**config.mk**
```make
export PLATFORM = sky130hd
export DESIGN_NAME = eeprom_seq
export DESIGN_NICKNAME = d
export VERILOG_FILES = /design/src/rtl/eeprom_seq.sv
export SDC_FILE = /design/constraint.sdc
export NUM_CORES = 1
export LEC_CHECK = 0
export BUFFER_PORTS_ARGS = -buffer_cell sky130_fd_sc_hd__clkbuf_2
export CAP_MARGIN = 20
export CORE_ASPECT_RATIO = 1.4
export CORE_MARGIN = 2
export CORE_UTILIZATION = 52
export DETAILED_ROUTE_END_ITERATION = 6
export PLACE_DENSITY = 0.81
export SYNTH_ARGS = -nofsm -noshare
export SYNTH_HDL_FRONTEND = slang
export SYNTH_SLANG_ARGS = --single-unit
```
**constraint.sdc**
```tcl
create_clock -name clk -period 2.7 [get_ports clk]
set_input_delay 0.135 -clock clk [delete_from_list [all_inputs] [get_ports clk]]
set_output_delay 0.135 -clock clk [all_outputs]
set_load 0.02 [all_outputs]
```
**src/rtl/eeprom_seq.sv**
```systemverilog
// Wishbone master that turns one-cycle byte read/write requests into the
// complete M25LC020A command sequence on the Wishbone-SPI core.
module eeprom_seq #(
    parameter logic [31:0] BAUD        = 32'h0000_0203,
    parameter int          POLL_MAX    = 255,
    parameter int          ACK_TIMEOUT = 1023
) (
    input  logic        clk,
    input  logic        rst,
    input  logic        req_valid,
    output logic        req_ready,
    input  logic        req_we,
    input  logic [7:0]  req_addr,
    input  logic [7:0]  req_wdata,
    output logic        rsp_valid,
    output logic [7:0]  rsp_rdata,
    output logic        rsp_err,
    output logic [31:0] m_addr,
    output logic [31:0] m_dout,
    output logic        m_we,
    output logic        m_stb,
    output logic        m_cyc,
    input  logic [31:0] m_din,
    input  logic        m_ack,
    input  logic        spi_dint
);

    typedef enum logic [2:0] {
        INIT, IDLE, ISSUE, WAIT_ACK, GAP, WAIT_DINT, CHECK, DONE
    } state_t;

    localparam logic [31:0]    DATA_REG  = 32'h0000_0010;
    localparam logic [31:0]    BAUD_REG  = 32'h0000_0020;
    localparam int             TMO_W     = $clog2(ACK_TIMEOUT + 2);
    localparam logic [TMO_W-1:0] TMO_LAST = TMO_W'(ACK_TIMEOUT);
    localparam logic [7:0]     POLL_LAST = 8'(POLL_MAX);
    localparam logic [2:0]     POLL_STEP = 3'd4;

    state_t            state_reg, state_next;
    logic              boot_reg, boot_next;
    logic              op_we_reg, op_we_next;
    logic [7:0]        op_addr_reg, op_addr_next;
    logic [7:0]        op_wdata_reg, op_wdata_next;
    logic [2:0]        step_reg, step_next;
    logic [7:0]        poll_reg, poll_next;
    logic [TMO_W-1:0]  tmo_reg, tmo_next;
    logic [7:0]        din_reg, din_next;
    logic [7:0]        rdata_reg, rdata_next;
    logic              err_reg, err_next;
    logic [31:0]       addr_reg, addr_next;
    logic [31:0]       dout_reg, dout_next;
    logic              we_reg, we_next;
    logic              stb_reg, stb_next;

    logic [10:0]       step_word;
    logic              step_read;
    logic              step_dint;
    logic              step_last;
    logic              unused_din;

    assign unused_din = ^m_din[31:8];

    // Current step of the command list: frame word, or a read of the data register.
    always_comb begin
        step_word = 11'h000;
        step_read = 1'b0;
        step_dint = 1'b0;
        step_last = 1'b0;
        if (op_we_reg) begin
            case (step_reg)
                3'd0: step_word = 11'h306;
                3'd1: step_word = 11'h102;
                3'd2: step_word = {3'h0, op_addr_reg};
                3'd3: step_word = {3'h2, op_wdata_reg};
                3'd4: step_word = 11'h105;
                3'd5: begin
                    step_word = 11'h600;
                    step_dint = 1'b1;
                end
                default: begin
                    step_read = 1'b1;
                    step_last = 1'b1;
                end
            endcase
        end else begin
            case (step_reg)
                3'd0: step_word = 11'h103;
                3'd1: step_word = {3'h0, op_addr_reg};
                3'd2: begin
                    step_word = 11'h600;
                    step_dint = 1'b1;
                end
                default: begin
                    step_read = 1'b1;
                    step_last = 1'b1;
                end
            endcase
        end
    end

    always_comb begin
        state_next    = state_reg;
        boot_next     = boot_reg;
        op_we_next    = op_we_reg;
        op_addr_next  = op_addr_reg;
        op_wdata_next = op_wdata_reg;
        step_next     = step_reg;
        poll_next     = poll_reg;
        tmo_next      = tmo_reg;
        din_next      = din_reg;
        rdata_next    = rdata_reg;
        err_next      = err_reg;
        addr_next     = addr_reg;
        dout_next     = dout_reg;
        we_next       = we_reg;
        stb_next      = stb_reg;

        case (state_reg)
            INIT: begin
                addr_next  = BAUD_REG;
                dout_next  = BAUD;
                we_next    = 1'b1;
                stb_next   = 1'b1;
                tmo_next   = '0;
                state_next = WAIT_ACK;
            end
            IDLE: begin
                if (req_valid) begin
                    op_we_next    = req_we;
                    op_addr_next  = req_addr;
                    op_wdata_next = req_wdata;
                    step_next     = 3'd0;
                    poll_next     = 8'd0;
                    err_next      = 1'b0;
                    rdata_next    = 8'd0;
                    state_next    = ISSUE;
                end
            end
            ISSUE: begin
                addr_next  = DATA_REG;
                dout_next  = step_read ? 32'd0 : {21'd0, step_word};
                we_next    = ~step_read;
                stb_next   = 1'b1;
                tmo_next   = '0;
                state_next = WAIT_ACK;
            end
            WAIT_ACK: begin
                if (m_ack) begin
                    stb_next = 1'b0;
                    we_next  = 1'b0;
                    if (boot_reg) begin
                        boot_next  = 1'b0;
                        state_next = IDLE;
                    end else if (step_dint) begin
                        tmo_next   = '0;
                        state_next = WAIT_DINT;
                    end else if (step_last) begin
                        if (op_we_reg) begin
                            din_next   = m_din[7:0];
                            state_next = CHECK;
                        end else begin
                            rdata_next = m_din[7:0];
                            state_next = DONE;
                        end
                    end else begin
                        step_next  = step_reg + 3'd1;
                        state_next = GAP;
                    end
                end else if (tmo_reg == TMO_LAST) begin
                    stb_next = 1'b0;
                    we_next  = 1'b0;
                    // A dead baud write is retried rather than reported to a client.
                    if (boot_reg) begin
                        state_next = INIT;
                    end else begin
                        err_next   = 1'b1;
                        rdata_next = 8'd0;
                        state_next = DONE;
                    end
                end else begin
                    tmo_next = tmo_reg + 1'b1;
                end
            end
            GAP: state_next = ISSUE;
            WAIT_DINT: begin
                if (spi_dint) begin
                    step_next  = step_reg + 3'd1;
                    state_next = ISSUE;
                end else if (tmo_reg == TMO_LAST) begin
                    err_next   = 1'b1;
                    rdata_next = 8'd0;
                    state_next = DONE;
                end else begin
                    tmo_next = tmo_reg + 1'b1;
                end
            end
            CHECK: begin
                if (din_reg[0] && (poll_reg < POLL_LAST)) begin
                    poll_next  = poll_reg + 8'd1;
                    step_next  = POLL_STEP;
                    state_next = ISSUE;
                end else begin
                    err_next   = din_reg[0];
                    state_next = DONE;
                end
            end
            DONE: state_next = IDLE;
            default: state_next = INIT;
        endcase
    end

    always_ff @(posedge clk or negedge rst) begin
        if (!rst) begin
            state_reg    <= INIT;
            boot_reg     <= 1'b1;
            op_we_reg    <= 1'b0;
            op_addr_reg  <= 8'd0;
            op_wdata_reg <= 8'd0;
            step_reg     <= 3'd0;
            poll_reg     <= 8'd0;
            tmo_reg      <= '0;
            din_reg      <= 8'd0;
            rdata_reg    <= 8'd0;
            err_reg      <= 1'b0;
            addr_reg     <= 32'd0;
            dout_reg     <= 32'd0;
            we_reg       <= 1'b0;
            stb_reg      <= 1'b0;
        end else begin
            state_reg    <= state_next;
            boot_reg     <= boot_next;
            op_we_reg    <= op_we_next;
            op_addr_reg  <= op_addr_next;
            op_wdata_reg <= op_wdata_next;
            step_reg     <= step_next;
            poll_reg     <= poll_next;
            tmo_reg      <= tmo_next;
            din_reg      <= din_next;
            rdata_reg    <= rdata_next;
            err_reg      <= err_next;
            addr_reg     <= addr_next;
            dout_reg     <= dout_next;
            we_reg       <= we_next;
            stb_reg      <= stb_next;
        end
    end

    assign req_ready = (state_reg == IDLE);
    assign rsp_valid = (state_reg == DONE);
    assign rsp_rdata = rdata_reg;
    assign rsp_err   = err_reg & (state_reg == DONE);
    assign m_addr    = addr_reg;
    assign m_dout    = dout_reg;
    assign m_we      = we_reg;
    assign m_stb     = stb_reg;
    assign m_cyc     = stb_reg;

endmodule
```
==> summary.md <==
| Metric | Value |
|---|---|
| Status | `finished, final reports clean` |
| Slowest cell on crit path | `dfrtp_1` |
| Final Instance Count excl. Fillers | `648` |
| Comb pwr share | `0.451` |
| Final WL | `9307 um` |
| H-Tree Level Count | `3` |
| Layout Utilization | `0.6159` |
| Syn Inst Count | `464` |
| Number of diodes | `0` |
| Half-perimeter wire length after placement | `6706 um` |
| Clock power frac | `0.193` |
| Number of library cell types mapped by synthesis | `58` |
| Synthesis-to-finish area growth | `15.29%` |
| Num rows | `38` |
| Power Density | `996.6 mW/mm2` |
| IO buf count | `56` |
| Final net count | `606` |
| Slew @ Worst Pin | `0.6935 ns` |
| Slew margin rel. | `0.5377` |
| I/O pin total | `132` |
| Sw frac | `0.4300` |
| Hold path start | `req_wdata[2]` |
| Layout cell share with drive strength beyond 1 | `0.1679` |
| Synth warnings | `0` |
| Multi-input logic area | `0.002088 mm2` |
| Critical Path Source Type | `flip-flop` |
| Worst-case clock buffer depth | `2` |
| Largest net degree at the start of global routing | `28` |
| Initial Utilization | `0.5342` |
| Worst Setup End Kind | `flip-flop` |
| Tightest Hold Check Type | `in2reg` |
| Remaining Overflow, GRT | `0` |
| Root buf cell | `clkbuf_8` |
| R2R Path End | `rsp_rdata[4]$_DFFE_PN0P_` |
| First drt pass iteration count | `6` |
| P_leak | `2.277 nW` |
| WHS | `0.01713 ns` |
| Final Hold Fails | `0` |
| 1st-iter DRT viols | `193` |
| R2R setup slack | `0.20 ns` |
| Vias after detailed routing | `3518` |
| Max-slew violation count | `0` |
| Worst path max stage delay | `0.45 ns` |
| # clock sinks | `68` |
| CP max FO | `9` |
| Die area | `0.008701 mm2` |
| Initial antenna violation count | `0` |
| CP arrival | `2.79 ns` |
| Total CTS buffers | `9` |
| CTS Hold Bufs | `24` |
| P_int | `2.711 mW` |
| WL/cell | `14.36 um` |
| # DRC | `0` |
| First-pass GRT wire length | `15240 um` |
| Fillers | `678` |
| Vias in the first global route | `3255` |
| Unrepaired setup endpoints after global routing | `no` |
| GRT busiest layer | `met2` |
| Post-synth top flop | `dfrtp_1` |
| Dpl cells | `608` |
| Setup tns final | `0 ns` |
| Tcrit/Tclk final | `0.9271` |
| Hold Crit Depth | `2` |
| CTS tree | `done` |
| Bufs and invs on worst path | `2` |
| Avg Inst Size Synth | `8.923 um2` |
| Setup Fix Bufs, Post-CTS | `0` |
| VDD IR max | `0.7141 mV` |
| Resized Gates After CTS | `0` |
| Met3 Use GR | `0.05747` |
| Die W | `79.41 um` |
| CP delay by family, top | `compound AO/OA/AOI/OAI gates` |
| Async S/R FF share, synth | `1.000` |
| Hold endpoint | `op_wdata_reg[2]$_DFFE_PN0P_` |
| Register area | `0.001703 mm2` |
| Clk_lat worst skew | `0.36 ns` |
| Max Cap Violations | `0` |
| GR Util met2 | `0.3983` |
| Post-synth EDFFs | `0` |
| Final setup fails | `0` |
| Min Tclk post-route | `2.503 ns` |
| P_sw | `2.046 mW` |
| Part of the power in registers | `0.356` |
| Tot GR Track Use | `0.2255` |
| Req. time, crit path | `2.98 ns` |
| Yosys reg bits | `68` |
| M1 GR Usage | `0.2578` |
| Highest clock rate | `399.5 MHz` |
| Post-DRT Antenna Nets | `0` |
| Cell Chain, Critical Path | `inv_1 -> ha_1 -> or2_1 -> o311ai_1 -> o21bai_1 -> o2111a_1 -> buf_4 -> mux2i_1` |
| CP Class | `reg2reg` |
| Synth Cell Area | `0.004140 mm2` |
| Core area | `0.007750 mm2` |
| R2R cell count | `8` |
| Sequential-to-total area share from yosys stat | `0.4113` |
| GPL Wtd Cong | `0.9461` |
| Critical R2R Launch | `step_reg[0]$_DFFE_PN0P_` |
| Die height | `109.6 um` |
| Fin Clk Skew | `0.01237 ns` |
| Worst-path clk slew | `0.08 ns` |
| Via/cell ratio | `5.429` |
[per-layer routing]
metal  vias up  wire length [um]
met3        21               562
met2       145              4982
met1      1692              3506
met5         -                 0
met4         0               255
li1       1660                 -
[through the flow]
stage / setup slack, ns / cell area [um2] / power [mW]
after global placement: 0.3763 / 4317 / 3.741
after floorplan: 0.6275 / 4328 / 3.323
after global routing: 0.07414 / 4773 / 5.097
final: 0.1969 / 4773 / 4.757
after CTS: 0.2450 / 4773 / 4.770
after detailed placement: 0.2759 / 4317 / 3.815
[worst max path at each step]
stage                                  startpoint                        to  slack [ns]  depth (start not counted)
after floorplan           step_reg[0]$_DFFE_PN0P_  rsp_rdata[0]$_DFFE_PN0P_        0.63                          9
after global placement    step_reg[0]$_DFFE_PN0P_  rsp_rdata[1]$_DFFE_PN0P_        0.38                          8
after detailed placement  step_reg[0]$_DFFE_PN0P_  rsp_rdata[7]$_DFFE_PN0P_        0.28                          8
after CTS                 step_reg[0]$_DFFE_PN0P_  rsp_rdata[7]$_DFFE_PN0P_        0.24                          8
after global routing      step_reg[0]$_DFFE_PN0P_  rsp_rdata[4]$_DFFE_PN0P_        0.07                          8
final                     step_reg[0]$_DFFE_PN0P_  rsp_rdata[4]$_DFFE_PN0P_        0.20                          8
[power groups by stage]
stage / clock [mW] / sequential [mW] / combinational [mW]
finish: 0.918 / 1.69 / 2.15
global route: 0.977 / 1.74 / 2.38
CTS: 0.936 / 1.69 / 2.14
detailed placement: 0 / 1.71 / 2.11
global placement: 0 / 1.69 / 2.05
floorplan: 0 / 1.65 / 1.67
[kinds of logic after synthesis]
kind of cell,after synthesis,synth area share
simple gates,177,0.2070
compound gates,103,0.1741
buf+inv,85,0.1296
flops,68,0.4113
mux,14,0.03506
fa+ha+maj,9,0.02720
xor+xnor,7,0.01481
other cells,1,0.0009057
[cells in the final DEF, fill, tap and decap left out, types with 4 or more instances in the layout]
| cell | synthesis | layout |
|---|---|---|
| xnor2_1 | 7 | 7 |
| inv_1 | 14 | 14 |
| clkbuf_2 | 0 | 55 |
| a31oi_1 | 4 | 4 |
| or2_1 | 4 | 4 |
| a211oi_1 | 4 | 4 |
| a22o_1 | 10 | 10 |
| nand2_1 | 78 | 78 |
| nor2b_1 | 9 | 9 |
| o21ai_1 | 19 | 19 |
| ha_1 | 9 | 9 |
| o211ai_1 | 4 | 4 |
| dlygate4sd3_1 | 0 | 24 |
| a21oi_1 | 17 | 17 |
| nand3_1 | 10 | 10 |
| and3_1 | 4 | 4 |
| nand2b_1 | 7 | 7 |
| a21o_1 | 4 | 4 |
| dfrtp_1 | 67 | 67 |
| mux2i_1 | 10 | 10 |
| nor2_1 | 34 | 34 |
| a32o_1 | 5 | 5 |
| o21ai_0 | 10 | 10 |
| nor3_1 | 6 | 6 |
| clkbuf_8 | 0 | 9 |
| buf_4 | 53 | 9 |
| conb_1 | 1 | 51 |
| nor3b_1 | 6 | 6 |
[cell type report]
| type | count | area share |
|---|---|---|
| sequential | 68 | 0.3567 |
| clock buffer | 10 | 0.02674 |
| multi-input combinational | 361 | 0.4375 |
| inverter | 14 | 0.01101 |
| timing repair buffer | 89 | 0.1232 |
| clock inverter | 6 | 0.01861 |
| tap | 100 | 0.02621 |
[Yosys cell counts (3+ instances only)]
master,number,area (um2)
mux2_1,3,33.78
o21ai_1,19,95.09
nor3b_1,6,45.04
or2_1,4,25.02
buf_2,9,45.04
nor2b_1,9,56.30
mux2i_1,10,100.1
o21ai_0,10,50.05
nand3_1,10,50.05
or3_1,3,18.77
inv_1,14,52.55
nor3b_2,3,37.54
a21oi_1,17,85.08
dfrtp_1,67,1677
and3_1,4,25.02
buf_4,53,397.9
ha_1,9,112.6
clkbuf_1,6,22.52
xnor2_1,7,61.31
a21o_1,4,30.03
a31oi_1,4,25.02
a22o_1,10,87.58
a22oi_1,3,22.52
nand2b_1,7,43.79
a32o_1,5,50.05
o22a_1,3,26.28
nand2_1,78,292.8
nor3_1,6,30.03
nand4_1,3,18.77
o31ai_1,3,22.52
nor2_1,34,127.6
a211oi_1,4,30.03
o21bai_1,3,22.52
o211ai_1,4,30.03
Power figures use the tool's default switching activity.
